[src/rtl/mouse_dir_tracker_if.sv]
// Bundles the sample strobe, cursor coordinates, buttons and direction outputs
// of the mouse direction tracker.
interface mouse_dir_tracker_if #(
  parameter int CW   = 11,
  parameter int CNTW = 16
) ();
  logic            sample;
  logic [CW-1:0]   x;
  logic [CW-1:0]   y;
  logic            btn_l;
  logic            btn_r;
  logic [8:0]      dir;
  logic            moving;
  logic            drag;
  logic            click_l;
  logic            click_r;
  logic [CNTW-1:0] step_cnt;

  modport master (
    output sample, x, y, btn_l, btn_r,
    input  dir, moving, drag, click_l, click_r, step_cnt
  );

  modport slave (
    input  sample, x, y, btn_l, btn_r,
    output dir, moving, drag, click_l, click_r, step_cnt
  );
endinterface

[src/rtl/mouse_dir_tracker.sv]
// Classifies cursor motion into a 3x3 one-hot direction with deadzone, hold
// timeout back to centre, drag detection, click pulses and a step counter.
module mouse_dir_tracker #(
  parameter int CW       = 11,
  parameter int DEADZONE = 2,
  parameter int HOLD     = 3,
  parameter int CNTW     = 16
) (
  input  logic PS2_CLK,
  input  logic reset,
  mouse_dir_tracker_if.slave mif
);

  typedef enum logic [1:0] {
    S_IDLE = 2'd0,
    S_MOVE = 2'd1,
    S_HOLD = 2'd2
  } state_t;

  localparam logic [8:0]      DIR_CENTRE = 9'b000010000;
  localparam logic signed [CW:0] DZ_POS  = (CW+1)'(DEADZONE);
  localparam logic signed [CW:0] DZ_NEG  = -DZ_POS;
  localparam logic [7:0]      HOLD_LIM   = 8'(HOLD);
  localparam logic [CNTW-1:0] STEP_MAX   = {CNTW{1'b1}};

  // Map a signed axis delta onto 0 (negative), 1 (still) or 2 (positive).
  function automatic logic [1:0] classify(input logic signed [CW:0] d);
    if (d < DZ_NEG) begin
      return 2'd0;
    end else if (d > DZ_POS) begin
      return 2'd2;
    end else begin
      return 2'd1;
    end
  endfunction

  function automatic logic [8:0] dir_onehot(input logic [1:0] row, input logic [1:0] col);
    logic [3:0] idx;
    idx = 4'({2'b00, row}) * 4'd3 + 4'({2'b00, col});
    case (idx)
      4'd0, 4'd1, 4'd2, 4'd3, 4'd4,
      4'd5, 4'd6, 4'd7, 4'd8: return 9'b000000001 << idx;
      default:                return DIR_CENTRE;
    endcase
  endfunction

  state_t          state_r;
  state_t          state_nxt_s;
  logic [7:0]      hold_cnt_r;
  logic [7:0]      hold_nxt_s;
  logic [7:0]      hold_inc_s;
  logic            prime_r;
  logic [CW-1:0]   prev_x_r;
  logic [CW-1:0]   prev_y_r;
  logic [8:0]      dir_r;
  logic            moving_r;
  logic            drag_r;
  logic            btn_l_q_r;
  logic            btn_r_q_r;
  logic            click_l_r;
  logic            click_r_r;
  logic [CNTW-1:0] step_cnt_r;

  logic signed [CW:0] dx_s;
  logic signed [CW:0] dy_s;
  logic [1:0]         col_s;
  logic [1:0]         row_s;
  logic               motion_s;
  logic               still_s;

  // Raw signed differences; wrap-around deliberately stays uncorrected.
  assign dx_s  = $signed({1'b0, mif.x}) - $signed({1'b0, prev_x_r});
  assign dy_s  = $signed({1'b0, mif.y}) - $signed({1'b0, prev_y_r});
  assign col_s = classify(dx_s);
  assign row_s = classify(dy_s);

  // The priming sample is neither motion nor motion-free.
  assign motion_s   = mif.sample && prime_r && ((row_s != 2'd1) || (col_s != 2'd1));
  assign still_s    = mif.sample && prime_r && !motion_s;
  assign hold_inc_s = hold_cnt_r + 8'd1;

  // Next-state logic; the sample that enters HOLD counts as the first motion-free one.
  always_comb begin
    state_nxt_s = state_r;
    hold_nxt_s  = hold_cnt_r;
    case (state_r)
      S_IDLE: begin
        if (motion_s) begin
          state_nxt_s = S_MOVE;
        end else begin
          state_nxt_s = S_IDLE;
        end
        hold_nxt_s = 8'd0;
      end
      S_MOVE: begin
        if (still_s) begin
          state_nxt_s = S_HOLD;
          hold_nxt_s  = 8'd1;
        end else begin
          state_nxt_s = S_MOVE;
          hold_nxt_s  = 8'd0;
        end
      end
      S_HOLD: begin
        if (motion_s) begin
          state_nxt_s = S_MOVE;
          hold_nxt_s  = 8'd0;
        end else if (still_s) begin
          if (hold_inc_s >= HOLD_LIM) begin
            state_nxt_s = S_IDLE;
            hold_nxt_s  = 8'd0;
          end else begin
            state_nxt_s = S_HOLD;
            hold_nxt_s  = hold_inc_s;
          end
        end else begin
          state_nxt_s = S_HOLD;
          hold_nxt_s  = hold_cnt_r;
        end
      end
      default: begin
        state_nxt_s = S_IDLE;
        hold_nxt_s  = 8'd0;
      end
    endcase
  end

  // FSM, hold counter and previous-coordinate registers.
  always_ff @(posedge PS2_CLK) begin
    if (reset) begin
      state_r    <= S_IDLE;
      hold_cnt_r <= 8'd0;
      prime_r    <= 1'b0;
      prev_x_r   <= '0;
      prev_y_r   <= '0;
    end else begin
      state_r    <= state_nxt_s;
      hold_cnt_r <= hold_nxt_s;
      if (mif.sample) begin
        prev_x_r <= mif.x;
        prev_y_r <= mif.y;
        prime_r  <= 1'b1;
      end
    end
  end

  // Direction, status and step counter outputs.
  always_ff @(posedge PS2_CLK) begin
    if (reset) begin
      dir_r      <= DIR_CENTRE;
      moving_r   <= 1'b0;
      drag_r     <= 1'b0;
      step_cnt_r <= '0;
    end else begin
      moving_r <= (state_nxt_s == S_MOVE);
      drag_r   <= (state_nxt_s == S_MOVE) && mif.btn_l;
      if (motion_s) begin
        dir_r <= dir_onehot(row_s, col_s);
        if (step_cnt_r != STEP_MAX) begin
          step_cnt_r <= step_cnt_r + CNTW'(1);
        end
      end else if (state_nxt_s == S_IDLE) begin
        dir_r <= DIR_CENTRE;
      end
    end
  end

  // Button rising-edge detection, independent of the sample strobe.
  always_ff @(posedge PS2_CLK) begin
    if (reset) begin
      btn_l_q_r <= 1'b0;
      btn_r_q_r <= 1'b0;
      click_l_r <= 1'b0;
      click_r_r <= 1'b0;
    end else begin
      btn_l_q_r <= mif.btn_l;
      btn_r_q_r <= mif.btn_r;
      click_l_r <= mif.btn_l && !btn_l_q_r;
      click_r_r <= mif.btn_r && !btn_r_q_r;
    end
  end

  assign mif.dir      = dir_r;
  assign mif.moving   = moving_r;
  assign mif.drag     = drag_r;
  assign mif.click_l  = click_l_r;
  assign mif.click_r  = click_r_r;
  assign mif.step_cnt = step_cnt_r;

endmodule

[src/flat_wrapper.sv]
// flat-port wrapper written by rule: the top's interface ports become plain ports
module mouse_dir_tracker_flat 
#(
  parameter int CW       = 11,
  parameter int DEADZONE = 2,
  parameter int HOLD     = 3,
  parameter int CNTW     = 16
)
  (PS2_CLK, reset, mif_sample, mif_x, mif_y, mif_btn_l, mif_btn_r, mif_dir, mif_moving, mif_drag, mif_click_l, mif_click_r, mif_step_cnt);
  mouse_dir_tracker_if #(.CW(CW), .CNTW(CNTW)) mif_i ();
  input  logic PS2_CLK;
  input  logic reset;
  input wire logic [$bits(mif_i.sample)-1:0] mif_sample;
  input wire logic [$bits(mif_i.x)-1:0] mif_x;
  input wire logic [$bits(mif_i.y)-1:0] mif_y;
  input wire logic [$bits(mif_i.btn_l)-1:0] mif_btn_l;
  input wire logic [$bits(mif_i.btn_r)-1:0] mif_btn_r;
  output wire logic [$bits(mif_i.dir)-1:0] mif_dir;
  output wire logic [$bits(mif_i.moving)-1:0] mif_moving;
  output wire logic [$bits(mif_i.drag)-1:0] mif_drag;
  output wire logic [$bits(mif_i.click_l)-1:0] mif_click_l;
  output wire logic [$bits(mif_i.click_r)-1:0] mif_click_r;
  output wire logic [$bits(mif_i.step_cnt)-1:0] mif_step_cnt;
  assign mif_i.sample = mif_sample;
  assign mif_i.x = mif_x;
  assign mif_i.y = mif_y;
  assign mif_i.btn_l = mif_btn_l;
  assign mif_i.btn_r = mif_btn_r;
  assign mif_dir = mif_i.dir;
  assign mif_moving = mif_i.moving;
  assign mif_drag = mif_i.drag;
  assign mif_click_l = mif_i.click_l;
  assign mif_click_r = mif_i.click_r;
  assign mif_step_cnt = mif_i.step_cnt;
  mouse_dir_tracker #(.CW(CW), .DEADZONE(DEADZONE), .HOLD(HOLD), .CNTW(CNTW)) u_core (.PS2_CLK(PS2_CLK), .reset(reset), .mif(mif_i));
endmodule
[config.mk]
export PLATFORM = sky130hd
export DESIGN_NAME = mouse_dir_tracker_flat
export DESIGN_NICKNAME = d
export VERILOG_FILES = /design/src/rtl/mouse_dir_tracker_if.sv /design/src/rtl/mouse_dir_tracker.sv /design/src/flat_wrapper.sv
export SDC_FILE = /design/constraint.sdc
export NUM_CORES = 1
export LEC_CHECK = 0
export CAP_MARGIN = 20
export CORE_MARGIN = 1.5
export CORE_UTILIZATION = 50
export DETAILED_ROUTE_END_ITERATION = 12
export GPL_TIMING_DRIVEN = 0
export PLACE_DENSITY = 0.74
export SKIP_CTS_REPAIR_TIMING = 1
export SLEW_MARGIN = 10
export SYNTH_ARGS = -nofsm -noshare
export SYNTH_HDL_FRONTEND = slang
export SYNTH_SLANG_ARGS = --single-unit
export TNS_END_PERCENT = 1
[constraint.sdc]
create_clock -name PS2_CLK -period 9.8 [get_ports PS2_CLK]
set_input_delay 0.98 -clock PS2_CLK [delete_from_list [all_inputs] [get_ports PS2_CLK]]
set_output_delay 0.98 -clock PS2_CLK [all_outputs]
set_load 0.005 [all_outputs]
Word-level counts from Yosys, hierarchy flattened --
Index checks and enable logic that the tools add are counted.
Storage, ports and cells: input port bits 27, register bits 64, word-level logic and storage cells 74, output and inout port bits 29
Operators by class: $mul 1, $add $sub $neg 5, shift-type cells 1, multiplexer cells 18, eq/ne operators 15, magnitude comparators 5, reductions and logical operators 16
Operators with widths (number):
- 9-bit 2-to-1 mux | 3
- 12-bit by 3-bit > comparator with 1-bit output (second input constant) | 2
- 12-bit by 2-bit less-than comparator with 1-bit output (second input constant) | 2
- 8-bit 2-to-1 mux | 3
- 11-bit by 11-bit subtractor with 12-bit output | 2
- 16-bit by 1-bit adder with 16-bit output (second input constant) | 1
- 4-bit by 3-bit == test with 1-bit output (second input constant) | 4
- 2-bit 2-to-1 mux | 8
- 16-bit inequality test (second input constant) | 1
- 8-bit case mux with 2 select lines | 1
- 9-bit OR reduction | 1
- 1-bit by 4-bit << shifter with 9-bit output (first input constant) | 1
- 8-bit by 1-bit adder with 8-bit output (second input constant) | 1
- 4-bit by 2-bit == test with 1-bit output (second input constant) | 2
- 8-bit by 2-bit greater-or-equal comparator with 1-bit output (second input constant) | 1
- 1-bit logical AND | 6
- 2-bit case mux with 3 select lines | 1
- 4-bit by 2-bit adder with 4-bit output | 1
- 2-bit by 1-bit == test with 1-bit output (second input constant) | 2
- 4-bit by 1-bit == test with 1-bit output (second input constant) | 1
- 4-bit == test (second input constant) | 1
- 2-bit zero test | 2
- 4-bit zero test | 1
- 2-bit by 2-bit multiplier with 4-bit output (second input constant) | 1
- other kinds (8) | 12

Logic depth before layout (Yosys ltp) --
depth in word-level cells 15, gate-level depth with buffers 18, mapped depth without buffers 18

Least setup slack after synthesis --
OpenSTA, ideal clock, no wires.
path type input port to flip-flop, start in mif_y[0], end reg u_core.dir_r[3] (netlist: u_core.mif.dir[3]), data required time 9738 ps, arrival time 5117 ps, setup time 62 ps, stages 17, slack 4621 ps, buffers on the path 0, cell sequence inv_1 > ha_1 > inv_1 > fa_1 > a211oi_2 > o31ai_4 > o21ai_0 > nand2_1 > or4_1 > or4_4 > nand2_1 > fa_1 > ha_1 > fa_1 > nor4b_1 > and2_1 > a32o_1
Between the ends: word-level cells in the longest chain between the ends 14, elaborated cells on any way between the ends 32, those cells by class 2 x add/sub; 1 x mul; 2 x order compare; 9 x eq/ne; 1 x shift; 9 x mux; 8 x reduce/logical
RTL lines:
- from (decl) | RTL line flat_wrapper.sv:15 | input wire logic [$bits(mif_i.y)-1:0] mif_y;
- 11-bit by 11-bit subtractor with 12-bit output * | RTL line mouse_dir_tracker.sv:73 | assign dy_s = $signed({1'b0, mif.y}) - $signed({1'b0, prev_y_r});
- 12-bit by 3-bit > comparator with 1-bit output | RTL line mouse_dir_tracker.sv:30 | end else if (d > DZ_POS) begin
- 2-bit 2-to-1 mux | RTL line mouse_dir_tracker.sv:30
- 2-bit 2-to-1 mux * | RTL line mouse_dir_tracker.sv:28 | if (d < DZ_NEG) begin
- parallel branches: the longest is 10 deep, another holds 2-bit by 2-bit multiplier with 4-bit output
- to (signal assigned) | RTL line mouse_dir_tracker.sv:158 | dir_r <= dir_onehot(row_s, col_s);
- to (decl) | RTL line mouse_dir_tracker.sv:55 | logic [8:0] dir_r;
Every way passes the cells marked *. A chain may end at the register's enable or synchronous reset.

Final worst setup path --
start in mif_y[0], end reg u_core.dir_r[6] (netlist: u_core.mif.dir[6])
The elaborated chain is that of the path after synthesis.

==> results.ini <==
[setup_path]
critPathArrivalTime_ns = 6.09
crit_path_cell_trace = clkdlybuf4s50_1 > inv_1 > ha_1 > inv_1 > fa_1 > a211oi_2 > o31ai_4 > o21ai_0 > nand2_1 > or4_1 > or4_4 > nand2_1 > fa_1 > ha_1 > fa_1 > nor4b_1 > nand2_1 > nor2_1 > a22o_1
cp_slowest_cell = or4_1
critical-path-top-delay-family = simple AND/OR/NAND/NOR gates
critPathMaxFanout = 5
cpPeakStageDelay_ns = 0.54
path_buf_inv = 3
rr_startpoint = u_core.prev_y_r[0]$_SDFFE_PP0P_
startpoint = mif_y[0]
critPathCaptureType = flip-flop
worst_ep_required_time_ns = 10.09
start_kind = input pin
path_class = in -> reg

[clock_tree]
clkSlewWorstSetupHoldPaths_ns = 0.08
clk_path_buf_depth = 2
clk_latency_ns = 0.35
cts_made_buffers = 9
cts_max_level = 3
tritoncts = yes
cts-root-buf = clkbuf_8
cts_sinks = 64

[timing]
final_hold_viol_count = 0
fin_worst_skew_ns = 0.01086
slew_headroom_pct = 51.66
slew_violations = 0
period_share_pct = 59.18
fmax_mhz = 172.4
worst-slew-pin-transition_ns = 0.7251
post-route-min-period_ns = 5.800
final-setup-viol-count = 0
worst_hold_slack_ns = 0.3843
rsz0062_at_grt = false
fin_ws_ns = 4.000
fin_tns_setup_ns = 0

[synthesis]
synth-edff-count = 0
synth_cell_types = 67
synth_seq_cells = 64
synth-warning-count = 0
yosysSeqAreaShare_pct = 31.31
synth.net_count = 549
syn_inst = 485
synthArstFlopShare_pct = 0
avgSynthCellArea_um2 = 8.439
syn_area_um2 = 4093
synth_top_flop_cell = dfxtp_1

[route]
dr.pass1.iters = 4
ant_nets = 0
wl_per_cell_um = 14.16
drc = 0
viasPerCell = 5.570
vias = 3654
wl_um = 9287
drt_iter0_drc = 132

[grt]
grt_pass1_vias = 3630
antenna_found_initial = 0
met2_usage_pct = 38.16
gr-total-overflow = 0
use_met3_pct = 6.179
grtUsageMet1_pct = 28.18
groute.usage.overall_pct = 22.87
grt_max_degree = 13
busiest_layer = met2
grt_first_pass_wirelength_um = 16080

[final_layout]
seqCellArea_um2 = 1281
drive_gt1_share_pct = 7.762
multi_input_area_um2 = 2594
finish.utilization_pct = 63.65
instances_no_fill = 656
final_area_um2 = 4970
n_antenna_cell = 0
fill_cells = 703
nNetsFinal = 613
syn_to_final_growth_pct = 21.43

[run]
cap_viol_max_count = 0

[placement]
dpl_cell_area_um2 = 4751
dpl.cell_count = 640
gp_congestion = 0.8882
place_hpwl_um = 6978
portBuffers = 53
preCtsSetupSlack_ns = 3.687

[die]
rows = 32
chipWidth_um = 93.47
dieArea_um2 = 8737
fp.dieH_um = 93.47
ios = 56
start_util_pct = 52.42
core_um2 = 7807

[power_and_ir_drop]
total_power_mw = 0.6788
irDropWorstVdd_uv = 76.27
cellLeakagePower_nw = 2.051
p_per_area_nw_per_um2 = 136.6

[hold_path]
min_from = u_core.btn_r_q_r$_SDFF_PP0_
hold_class = reg -> reg

[outcome]
status = complete, no violations

-- area by class of cell --
class	count	area share [%]
flip-flops and latches	64	25.78
clock buffers	9	2.492
well taps	102	2.568
inverters	40	3.021
clock inverters	7	1.913
plain buffers	15	1.360
multi-input cells	366	52.19
repair buffers	53	10.67
-- logic make-up after synthesis --
logic type                 share of synthesized area [%]
and+or+nand+nor                                    24.34
AOI/OAI and AO/OA                                  15.74
DFF                                                31.31
buffers and inverters                              5.319
adders and majority gates                          12.05
muxes                                              8.682
xor gates and xnor gates                           2.568
-- placed cells by master (no fill, tap or decap), drive strengths merged, types with 7 or more instances in the layout --
cell type      synthesis  layout
dfxtp                 64      64
or3                    7       7
and2                  10      10
nand2                 25      25
o21ai                 16      16
mux2                  12      12
nand4                 11      11
a21oi                 24      24
nor2                  65      65
nand3                 15      15
buf                   10      10
ha                    33      33
clkbuf                 5      14
nor2b                 16      16
mux2i                 22      22
xor2                   8       8
clkdlybuf4s50          0      53
inv                   40      41
nor3                  14      14
-- report_power, final --
part	switching (mW)	internal, mW
combinational	0.0844	0.0656
clock	0.113	0.144
sequential	0.00447	0.268
total	0.201	0.477
-- state kept, by name, indices dropped and copies added (netlist names) --
signal               flops
u_core.btn_l_q_r         1
u_core.btn_r_q_r         1
u_core.hold_cnt_r        8
u_core.mif.click_l       1
u_core.mif.click_r       1
u_core.mif.dir           9
u_core.mif.drag          1
u_core.mif.moving        1
u_core.mif.step_cnt     16
u_core.prev_x_r         11
u_core.prev_y_r         11
u_core.prime_r           1
u_core.state_r           2
-- per-layer routing --
layer / up-vias / routed length (um)
met1: 1704 / 4363
met4: 0 / 140
met2: 79 / 4374
met5: - / 0
met3: 15 / 408
li1: 1856 / -
-- worst paths after layout --
kind	end	slack, ns	cells past startpoint
setup reg to reg	u_core.mif.dir[6]$_SDFFE_PP0P_	4.81	17
hold reg to reg	u_core.mif.click_r$_SDFF_PP0_	0.38	1
setup / recovery	u_core.mif.dir[6]$_SDFFE_PP0P_	4.00	19
hold / removal	u_core.mif.click_r$_SDFF_PP0_	0.38	1
-- worst register-to-register path, stage by stage (launching register included) --
cell,delay [ns]
dfxtp_1,0.34
ha_1,0.16
inv_1,0.05
fa_1,0.41
a211oi_2,0.32
o31ai_4,0.14
o21ai_0,0.17
nand2_1,0.10
or4_1,0.54
or4_4,0.46
nand2_1,0.19
fa_1,0.47
ha_1,0.23
fa_1,0.42
nor4b_1,0.54
nand2_1,0.16
nor2_1,0.11
a22o_1,0.12
-- synth_stat cells, drive strengths merged (2+ instances only) --
cell     number  area share [%]
a32oi         2            0.43
and3          6            0.92
inv          40             3.7
mux2i        22             5.4
and2         10             1.5
o2111ai       2            0.43
a211oi        3            0.79
nor4b         2            0.43
nand4        11             1.7
clkbuf        5            0.46
o21ai        16             2.0
o21a          2            0.37
ha           33              10
o211ai        2            0.37
o211a         2            0.49
a21boi        2            0.37
mux2         12             3.3
nand2        25             2.3
nand2b        6            0.92
a21oi        24             2.9
and4          3            0.64
nand3b        2            0.37
o2bb2ai       3            0.64
or4           3            0.64
buf          10             1.2
fa            4             2.0
a22o          4            0.86
a31oi         5            0.76
nor2b        16             2.4
nor4          4            0.61
xnor2         4            0.86
dfxtp        64              31
nor3         14             1.7
or3           7             1.1
nand3        15             1.8
nor2         65             6.0
xor2          8             1.7
a21o          5            0.92
Power figures use the tool's default switching activity.
